<file path="src/rtl/matmult_chan_pkg.sv">
// Shared types and default sizing for the MatMult channel memory.
package matmult_chan_pkg;

   // Who currently owns the channel buffer.
   typedef enum logic {
      HOST_OWN = 1'b0,
      ENG_OWN  = 1'b1
   } own_state_e;

   localparam int DEF_DATA_WIDTH = 16;
   localparam int DEF_ADDR_WIDTH = 7;
   localparam int DEF_DEPTH      = 100;

endpackage

</file>
<file path="src/rtl/matmult_chan_mem_if.sv">
// Engine and host access ports of one channel memory.
interface matmult_chan_mem_if
   import matmult_chan_pkg::*;
#(
   parameter int DATA_WIDTH = DEF_DATA_WIDTH,
   parameter int ADDR_WIDTH = DEF_ADDR_WIDTH
);
   // engine side
   logic                  eng_re;
   logic [ADDR_WIDTH-1:0] eng_radr;
   logic [DATA_WIDTH-1:0] eng_q;
   logic                  eng_we;
   logic [ADDR_WIDTH-1:0] eng_wadr;
   logic [DATA_WIDTH-1:0] eng_d;
   logic                  eng_req_vz;
   logic                  eng_rls_lz;
   // host side
   logic                  host_re;
   logic [ADDR_WIDTH-1:0] host_radr;
   logic [DATA_WIDTH-1:0] host_q;
   logic                  host_we;
   logic [ADDR_WIDTH-1:0] host_wadr;
   logic [DATA_WIDTH-1:0] host_d;
   logic                  host_commit;
   logic                  host_busy;
   logic                  err;
   logic                  err_clr;

   // Requesters (engine and host) drive accesses.
   modport master (
      output eng_re, eng_radr, eng_we, eng_wadr, eng_d, eng_rls_lz,
      output host_re, host_radr, host_we, host_wadr, host_d, host_commit, err_clr,
      input  eng_q, eng_req_vz, host_q, host_busy, err
   );

   // The memory responds.
   modport slave (
      input  eng_re, eng_radr, eng_we, eng_wadr, eng_d, eng_rls_lz,
      input  host_re, host_radr, host_we, host_wadr, host_d, host_commit, err_clr,
      output eng_q, eng_req_vz, host_q, host_busy, err
   );
endinterface

</file>
<file path="src/rtl/matmult_ram_1r1w.sv">
// Storage array: one registered read port, one write port, read-first.
module matmult_ram_1r1w
   import matmult_chan_pkg::*;
#(
   parameter int DATA_WIDTH = DEF_DATA_WIDTH,
   parameter int ADDR_WIDTH = DEF_ADDR_WIDTH,
   parameter int DEPTH      = DEF_DEPTH
) (
   input  logic                  clk,
   input  logic                  re,
   input  logic [ADDR_WIDTH-1:0] radr,
   output logic [DATA_WIDTH-1:0] q,
   input  logic                  we,
   input  logic [ADDR_WIDTH-1:0] wadr,
   input  logic [DATA_WIDTH-1:0] d
);
   logic [DATA_WIDTH-1:0] mem [0:DEPTH-1];
   logic [DATA_WIDTH-1:0] q_reg;

   // Write and registered read; the read samples the pre-write word.
   always_ff @(posedge clk) begin
      if (we) mem[wadr] <= d;
      if (re) q_reg <= mem[radr];
   end

   assign q = q_reg;
endmodule

</file>
<file path="src/rtl/matmult_chan_mem.sv">
// Channel memory: ownership FSM, owner muxing, range checks, per-side q and err.
module matmult_chan_mem
   import matmult_chan_pkg::*;
#(
   parameter int DATA_WIDTH = DEF_DATA_WIDTH,
   parameter int ADDR_WIDTH = DEF_ADDR_WIDTH,
   parameter int DEPTH      = DEF_DEPTH
) (
   input  logic             clk,
   input  logic             arst_n,
   matmult_chan_mem_if.slave bus
);
   localparam logic [ADDR_WIDTH:0] DEPTH_W = (ADDR_WIDTH+1)'(DEPTH);

   own_state_e            state_reg;
   logic                  eng_req_vz_reg;
   logic                  err_reg;
   logic                  eng_sel_reg, host_sel_reg;
   logic [DATA_WIDTH-1:0] eng_hold_reg, host_hold_reg;

   logic                  eng_own;
   logic                  eng_rin, eng_win, host_rin, host_win;
   logic                  eng_rd_ok, eng_rd_oor, host_rd_ok, host_rd_oor;
   logic                  err_set;
   logic                  ram_re, ram_we;
   logic [ADDR_WIDTH-1:0] ram_radr, ram_wadr;
   logic [DATA_WIDTH-1:0] ram_d, ram_q;
   logic [DATA_WIDTH-1:0] eng_q_cur, host_q_cur;

   assign eng_own  = (state_reg == ENG_OWN);

   assign eng_rin  = ({1'b0, bus.eng_radr}  < DEPTH_W);
   assign eng_win  = ({1'b0, bus.eng_wadr}  < DEPTH_W);
   assign host_rin = ({1'b0, bus.host_radr} < DEPTH_W);
   assign host_win = ({1'b0, bus.host_wadr} < DEPTH_W);

   // Only the owning side's reads count; out-of-range owner reads load zero.
   assign eng_rd_ok   =  eng_own & bus.eng_re  &  eng_rin;
   assign eng_rd_oor  =  eng_own & bus.eng_re  & ~eng_rin;
   assign host_rd_ok  = ~eng_own & bus.host_re &  host_rin;
   assign host_rd_oor = ~eng_own & bus.host_re & ~host_rin;

   assign ram_re   = eng_rd_ok | host_rd_ok;
   assign ram_radr = eng_own ? bus.eng_radr : bus.host_radr;
   assign ram_we   = eng_own ? (bus.eng_we & eng_win) : (bus.host_we & host_win);
   assign ram_wadr = eng_own ? bus.eng_wadr : bus.host_wadr;
   assign ram_d    = eng_own ? bus.eng_d    : bus.host_d;

   // Non-owner access, owner out-of-range access, or a commit while engine owns.
   assign err_set = (~eng_own & (bus.eng_re  | bus.eng_we))
                  | ( eng_own & (bus.host_re | bus.host_we | bus.host_commit))
                  | eng_rd_oor | host_rd_oor
                  | ( eng_own & bus.eng_we  & ~eng_win)
                  | (~eng_own & bus.host_we & ~host_win);

   matmult_ram_1r1w #(
      .DATA_WIDTH(DATA_WIDTH),
      .ADDR_WIDTH(ADDR_WIDTH),
      .DEPTH     (DEPTH)
   ) u_ram (
      .clk (clk),
      .re  (ram_re),
      .radr(ram_radr),
      .q   (ram_q),
      .we  (ram_we),
      .wadr(ram_wadr),
      .d   (ram_d)
   );

   // Ownership hand-off between host and engine.
   always_ff @(posedge clk or negedge arst_n) begin
      if (!arst_n) begin
         state_reg      <= HOST_OWN;
         eng_req_vz_reg <= 1'b0;
      end else begin
         case (state_reg)
            HOST_OWN: if (bus.host_commit) begin
               state_reg      <= ENG_OWN;
               eng_req_vz_reg <= 1'b1;
            end
            ENG_OWN: if (bus.eng_rls_lz) begin
               state_reg      <= HOST_OWN;
               eng_req_vz_reg <= 1'b0;
            end
            default: begin
               state_reg      <= HOST_OWN;
               eng_req_vz_reg <= 1'b0;
            end
         endcase
      end
   end

   // Sticky error; a new error wins over a simultaneous clear.
   always_ff @(posedge clk or negedge arst_n) begin
      if (!arst_n) err_reg <= 1'b0;
      else         err_reg <= err_set | (err_reg & ~bus.err_clr);
   end

   // Per-side q: a good read shows the RAM port, otherwise the last shown value is held.
   always_ff @(posedge clk or negedge arst_n) begin
      if (!arst_n) begin
         eng_sel_reg   <= 1'b0;
         eng_hold_reg  <= '0;
         host_sel_reg  <= 1'b0;
         host_hold_reg <= '0;
      end else begin
         eng_sel_reg   <= eng_rd_ok;
         eng_hold_reg  <= eng_rd_oor ? '0 : eng_q_cur;
         host_sel_reg  <= host_rd_ok;
         host_hold_reg <= host_rd_oor ? '0 : host_q_cur;
      end
   end

   assign eng_q_cur  = eng_sel_reg  ? ram_q : eng_hold_reg;
   assign host_q_cur = host_sel_reg ? ram_q : host_hold_reg;

   assign bus.eng_q      = eng_q_cur;
   assign bus.host_q     = host_q_cur;
   assign bus.eng_req_vz = eng_req_vz_reg;
   assign bus.host_busy  = eng_req_vz_reg;
   assign bus.err        = err_reg;
endmodule

</file>
<file path="src/flat_wrapper.sv">
// flat-port wrapper written by rule: the top's interface ports become plain ports
module matmult_chan_mem_flat import matmult_chan_pkg::*;
#(
   parameter int DATA_WIDTH = DEF_DATA_WIDTH,
   parameter int ADDR_WIDTH = DEF_ADDR_WIDTH,
   parameter int DEPTH      = DEF_DEPTH
)
  (clk, arst_n, bus_eng_re, bus_eng_radr, bus_eng_we, bus_eng_wadr, bus_eng_d, bus_eng_rls_lz, bus_host_re, bus_host_radr, bus_host_we, bus_host_wadr, bus_host_d, bus_host_commit, bus_err_clr, bus_eng_q, bus_eng_req_vz, bus_host_q, bus_host_busy, bus_err);
  matmult_chan_mem_if #(.DATA_WIDTH(DATA_WIDTH), .ADDR_WIDTH(ADDR_WIDTH)) bus_i ();
  input  logic clk;
  input  logic arst_n;
  input wire logic [$bits(bus_i.eng_re)-1:0] bus_eng_re;
  input wire logic [$bits(bus_i.eng_radr)-1:0] bus_eng_radr;
  input wire logic [$bits(bus_i.eng_we)-1:0] bus_eng_we;
  input wire logic [$bits(bus_i.eng_wadr)-1:0] bus_eng_wadr;
  input wire logic [$bits(bus_i.eng_d)-1:0] bus_eng_d;
  input wire logic [$bits(bus_i.eng_rls_lz)-1:0] bus_eng_rls_lz;
  input wire logic [$bits(bus_i.host_re)-1:0] bus_host_re;
  input wire logic [$bits(bus_i.host_radr)-1:0] bus_host_radr;
  input wire logic [$bits(bus_i.host_we)-1:0] bus_host_we;
  input wire logic [$bits(bus_i.host_wadr)-1:0] bus_host_wadr;
  input wire logic [$bits(bus_i.host_d)-1:0] bus_host_d;
  input wire logic [$bits(bus_i.host_commit)-1:0] bus_host_commit;
  input wire logic [$bits(bus_i.err_clr)-1:0] bus_err_clr;
  output wire logic [$bits(bus_i.eng_q)-1:0] bus_eng_q;
  output wire logic [$bits(bus_i.eng_req_vz)-1:0] bus_eng_req_vz;
  output wire logic [$bits(bus_i.host_q)-1:0] bus_host_q;
  output wire logic [$bits(bus_i.host_busy)-1:0] bus_host_busy;
  output wire logic [$bits(bus_i.err)-1:0] bus_err;
  assign bus_i.eng_re = bus_eng_re;
  assign bus_i.eng_radr = bus_eng_radr;
  assign bus_i.eng_we = bus_eng_we;
  assign bus_i.eng_wadr = bus_eng_wadr;
  assign bus_i.eng_d = bus_eng_d;
  assign bus_i.eng_rls_lz = bus_eng_rls_lz;
  assign bus_i.host_re = bus_host_re;
  assign bus_i.host_radr = bus_host_radr;
  assign bus_i.host_we = bus_host_we;
  assign bus_i.host_wadr = bus_host_wadr;
  assign bus_i.host_d = bus_host_d;
  assign bus_i.host_commit = bus_host_commit;
  assign bus_i.err_clr = bus_err_clr;
  assign bus_eng_q = bus_i.eng_q;
  assign bus_eng_req_vz = bus_i.eng_req_vz;
  assign bus_host_q = bus_i.host_q;
  assign bus_host_busy = bus_i.host_busy;
  assign bus_err = bus_i.err;
  matmult_chan_mem #(.DATA_WIDTH(DATA_WIDTH), .ADDR_WIDTH(ADDR_WIDTH), .DEPTH(DEPTH)) u_core (.clk(clk), .arst_n(arst_n), .bus(bus_i));
endmodule
</file>
<file path="config.mk">
export PLATFORM = sky130hd
export DESIGN_NAME = matmult_chan_mem_flat
export DESIGN_NICKNAME = d
export VERILOG_FILES = /design/src/rtl/matmult_chan_pkg.sv /design/src/rtl/matmult_chan_mem_if.sv /design/src/rtl/matmult_ram_1r1w.sv /design/src/rtl/matmult_chan_mem.sv /design/src/flat_wrapper.sv
export SDC_FILE = /design/constraint.sdc
export NUM_CORES = 2
export LEC_CHECK = 0
export BUFFER_PORTS_ARGS = -buffer_cell sky130_fd_sc_hd__buf_2
export CAP_MARGIN = 20
export CORE_MARGIN = 5
export CORE_UTILIZATION = 60
export DETAILED_ROUTE_END_ITERATION = 6
export HOLD_SLACK_MARGIN = 0.08
export PLACE_DENSITY_LB_ADDON = 0.3
export SLEW_MARGIN = 20
export SYNTH_ARGS = -nofsm -noshare
export SYNTH_HDL_FRONTEND = slang
export SYNTH_SLANG_ARGS = --single-unit
</file>
<file path="constraint.sdc">
create_clock -name clk -period 9.55 [get_ports clk]
set_input_delay 2.3875 -clock clk [delete_from_list [all_inputs] [get_ports clk]]
set_output_delay 2.3875 -clock clk [all_outputs]
set_load 0.01 [all_outputs]
</file>
-- Yosys cells after proc, flatten, opt, wreduce, memory -nomap -nowiden
Memories as Yosys holds them, arrays and structs flattened. A register that Yosys moved wholly into a read port is not among the register bits.
Cells that the tools add are included.
- eq/ne operators: 2
- bitwise logic cells: 31
- order comparisons: 4
- reductions and logical operators: 1
- mux-type cells: 16
- operator list (kind ; count):
    $mux W16 ; 5
    $lt A7 B7 Y1 const B ; 4
    $and A1 B1 Y1 ; 15
    $mux W7 ; 2
    $or A1 B1 Y1 ; 10
    $mux W1 ; 7
    $not A1 Y1 ; 6
    $ne A2 B2 Y1 const B ; 2
    $pmux W1 S2 ; 2
    $reduce_and A2 Y1 ; 1
- bits in registers: 37
- output and inout port bits: 35
- memories: 1
- bits in writable memories: 1600
- memories (memory ; depth ; width ; read ports ; clocked after memory_dff ; write ports ; RTL line ; source):
    u_core.u_ram.mem ; 100 ; 16 ; 1 ; 1 ; 1 ; matmult_ram_1r1w.sv:17 ; logic [DATA_WIDTH-1:0] mem [0:DEPTH-1];

-- Longest topological paths before layout
- word-level depth: 9
- gate-level depth with buffers: 12

-- Hierarchy
From an unflattened synthesis, not the netlist that was laid out.
- cell total of the unflattened synthesis: 2841
- area total of the unflattened synthesis: 64097.7 sq um
- by module, submodules not included (module ; area an instance (sq um) ; cells an instance ; instances ; seq. area each (sq um)):
    matmult_ram_1r1w ; 61993.2 ; 2669 ; 1 ; 48526.5
    matmult_chan_mem ; 2104.5 ; 172 ; 1 ; 925.9

-- Worst setup path before layout
OpenSTA, ideal clock, no wires.
- path kind: in2reg
- from: input bus_host_wadr[2]
- to: memory u_core.u_ram.mem[48][0] in the netlist's numbering, enable pin
- arrival: 4370 ps
- buffers on the path: 1
- path slack: 4792 ps
- required time: 9162 ps
- setup time: 388 ps
- stages on the path: 7
- cells stage by stage: or3_1 a31oi_1 nand2_1 o22ai_1 nand2_1 clkbuf_1 nor2_1
- word-level cells in the longest chain between the ends: 5
- RTL lines (what ; RTL line ; source):
    from (decl) ; flat_wrapper.sv:21 ; input wire logic [$bits(bus_i.host_wadr)-1:0] bus_host_wadr;
    $lt A7 B7 Y1 ; matmult_chan_mem.sv:35 ; assign host_win = ({1'b0, bus.host_wadr} < DEPTH_W);
    $and A1 B1 Y1 ; matmult_chan_mem.sv:45 ; assign ram_we = eng_own ? (bus.eng_we & eng_win) : (bus.host_we & host_win);
    $mux W1 ; matmult_chan_mem.sv:45 ;
    $mux W1 ; matmult_ram_1r1w.sv:22 ; if (we) mem[wadr] <= d;
    $mux W1 (not written as such) ; matmult_ram_1r1w.sv:22 ;
    to (decl) ; matmult_ram_1r1w.sv:17 ;
Several ways; a longest one is shown, not always the timed one.

-- Final worst setup path
- from: input bus_host_radr[0]
- to: register u_core.u_ram.q_reg[9], in the netlist u_core.u_ram.q[9], read port of u_core.u_ram.mem, data pin
- word-level cells in the longest chain between the ends: 3
- RTL lines (what ; RTL line ; source):
    from (decl) ; flat_wrapper.sv:19 ; input wire logic [$bits(bus_i.host_radr)-1:0] bus_host_radr;
    $lt A7 B7 Y1 ; matmult_chan_mem.sv:34 ; assign host_rin = ({1'b0, bus.host_radr} < DEPTH_W);
    $and A1 B1 Y1 ; matmult_chan_mem.sv:40 ; assign host_rd_ok = ~eng_own & bus.host_re & host_rin;
    $or A1 B1 Y1 ; matmult_chan_mem.sv:43 ; assign ram_re = eng_rd_ok | host_rd_ok;
    to (decl) ; matmult_ram_1r1w.sv:18 ; logic [DATA_WIDTH-1:0] q_reg;
Several ways; a longest one is shown, not always the timed one.
A chain may end at the register's enable or synchronous reset.

==> metrics.cfg <==
[synthesis]
yosysTopAreaCellShare_pct = 74.9
syn_area_um2 = 64800
synth_compound_area_share_pct = 4.84
synth_top_family_by_area = multiplexers
yosys.area_share.simple_pct = 7.94
synth_top_area_cell = edfxtp_1
synth_fa_ha_area_share_pct = 0
synth_seq_area_share_pct = 76.4
synthFlopType = edfxtp_1
synth_edf_count = 1616
ys_async_sr_fraction_pct = 2.24
muxShareOfSynthArea_pct = 8.98
synthXorXnorAreaFrac_pct = 0
syn_avg_cell_area_um2 = 16.3
synth_cell_types = 53
postSynthCellCount = 3961
ys_ff_latch = 1653
yosys_warnings = 0
synth_nets = 4030
yosys-top-cells-area = edfxtp_1 (75%), mux4_2 (5.6%), nand2_1 (4.1%)

[min_path]
hold_path_class = reg2reg

[clock_tree]
clockBufferDepth = 3
clkTransAtPathRegs_ps = 60
cts_setup_buffers = 0
cts_root_buf = clkbuf_16
cts_tree = yes
htree_levels = 4
numCtsBuffers = 161
cts.sinks = 1653
post_cts_resized = 0
cts_hold_buf = 0
clock_latency_ps = 760

[timing]
period_minus_slack_ps = 5760
hold_violations = 0
setup_tns_ps = 0
fmax_mhz = 174
skew_ps = 25.4
min_period_over_period_pct = 60.3
maxSlewViolCount = 0
fin_ws_ps = 3790
setup_viol = 0
worstMarginPinSlew_ps = 1250
relSlewSlack_pct = 15.6
grt_setup_unrepaired = false

[job]
drv_cap = 0

[global_routing]
first_global_vias = 36670
grt_usage_pct = 29.7
overflow = 0
grt_antenna_before_repair = 6
grt_max_degree = 128
grt_pass1_wl_um = 249000

[layout]
area_growth_pct = 11.7
layout-drive-gt1-share_pct = 16.8
nFillCells = 6938
final_common_cell = edfxtp_1
final_nets = 4218
layout_common_cells = edfxtp_1 (1616), nand2_1 (716), nand3_1 (278)
multi_input_area_um2 = 14400
seq_area_um2 = 49500
final_design_area_no_fill_um2 = 72300
regMostFlops = u_core.u_ram.mem
largest_reg_flops = 1600

[routing]
vias = 37982
drc = 0
vias_per_cell = 6.68
ant_nets = 0
dr.pass1.iters = 6
drtIter0Drc = 6245
wire_per_inst_um = 30.2
wirelength_um = 171000

[critical_path]
crit_arrival_ps = 6220
r2r-end = u_core.u_ram.q[9]
crit_path_end = u_core.u_ram.q[9]
cp-startpoint = bus_host_radr[0]
regToRegSetupSlack_ps = 4130
crit_path_max_fanout = 90
required_ps = 10010
start_kind = primary input
end_kind = register
r2r_cells = 8
critPathKind = in2reg
rr_startpoint = u_core.eng_own

[floorplan]
design.core.area_um2 = 107000
io_pins = 104
die-area_um2 = 115000
start_util_pct = 60.4
die_h_um = 339
rows = 120
fp.dieW_um = 339

[run_status]
outcome = finished, final reports clean

[place]
io_buffers = 103
gp_congestion = 0.886
pre_cts_ws_ps = 3170
hpwl_um = 97300
placed_area_um2 = 67400

[power]
peakVddDrop_uv = 200
power.density_nw_per_um2 = 223
leakage_nw = 24.0

## per-stage QoR
stage	instances	total power [mW]	hold WS [ps]	util [%]
2_1_floorplan	3961	9.56	496	-
3_3_place_gp	5388	10.3	518	62.9
3_5_place_dp	5389	10.3	534	62.9
4_1_cts	5681	16.1	553	67.4
5_1_grt	5681	16.6	576	67.5
6_report	5683	16.1	552	67.5
## power by group
part / switching, mW / internal (mW) / leakage [nW]
sequential: 0.0564 / 8.23 / 15.0
clock: 2.62 / 3.29 / 2.37
combinational: 1.35 / 0.581 / 6.68
total: 4.02 / 12.1 / 24.0
## layer usage
layer	track usage, %	vias to the layer above	wire, um
li1	-	15757	-
met2	45.2	2759	79000
met3	8.37	406	23000
met4	11.1	8	7160
met1	41.6	19052	62100
met5	0.500	-	116
## logic make-up (layout without fill, tap and decap cells)
logic type	after synthesis	in the layout
flops	1653	1653
simple gates	1218	1218
compound gates	458	458
mux	374	374
buf+inv	258	575
other cells	0	2
## how the worst min path moves through the flow
stage / from / to / slack, ps / cells past startpoint
floorplan: u_core.host_hold_reg[14] / u_core.host_hold_reg[14] / 500 / 2
global placement: u_core.host_hold_reg[14] / u_core.host_hold_reg[14] / 520 / 2
detailed placement: u_core.host_hold_reg[14] / u_core.host_hold_reg[14] / 530 / 2
CTS: u_core.host_hold_reg[14] / u_core.host_hold_reg[14] / 550 / 2
global route: u_core.host_hold_reg[14] / u_core.host_hold_reg[14] / 580 / 2
finish: u_core.host_hold_reg[14] / u_core.host_hold_reg[14] / 550 / 2
## final cells by class
class	instances	area share, %
Clock buffer	213	5.97
Sequential cell	1653	68.4
Clock inverter	79	0.728
Inverter	14	0.0727
Multi-Input combinational cell	2050	19.9
Tap cell	1403	2.43
Antenna cell	2	0.00692
Timing Repair Buffer	269	2.52
## Yosys cell counts, drive strengths merged (2+ instances only)
master	number
nand3	278
o21ai	69
nor3	16
dfrtp	37
o311ai	18
o22ai	21
o22a	3
nand2	716
and3	15
o31ai	3
inv	14
nor4	16
a21oi	116
o221ai	33
mux2	52
o2111ai	16
nand2b	6
buf	126
a22o	2
a221oi	16
mux4	160
nand4	3
nor2b	33
edfxtp	1616
a22oi	48
o211ai	15
mux2i	162
o32ai	11
a31oi	32
clkbuf	118
a32oi	18
a32o	18
nor2	130
a211oi	16
## critical path, cell delays in order
cell      delay (ps)
buf_2            120
mux2_8           610
buf_12           570
mux4_2           600
a22oi_1          370
o21ai_1          270
a211oi_1         970
a31oi_1           70
Power figures use the tool's default switching activity.
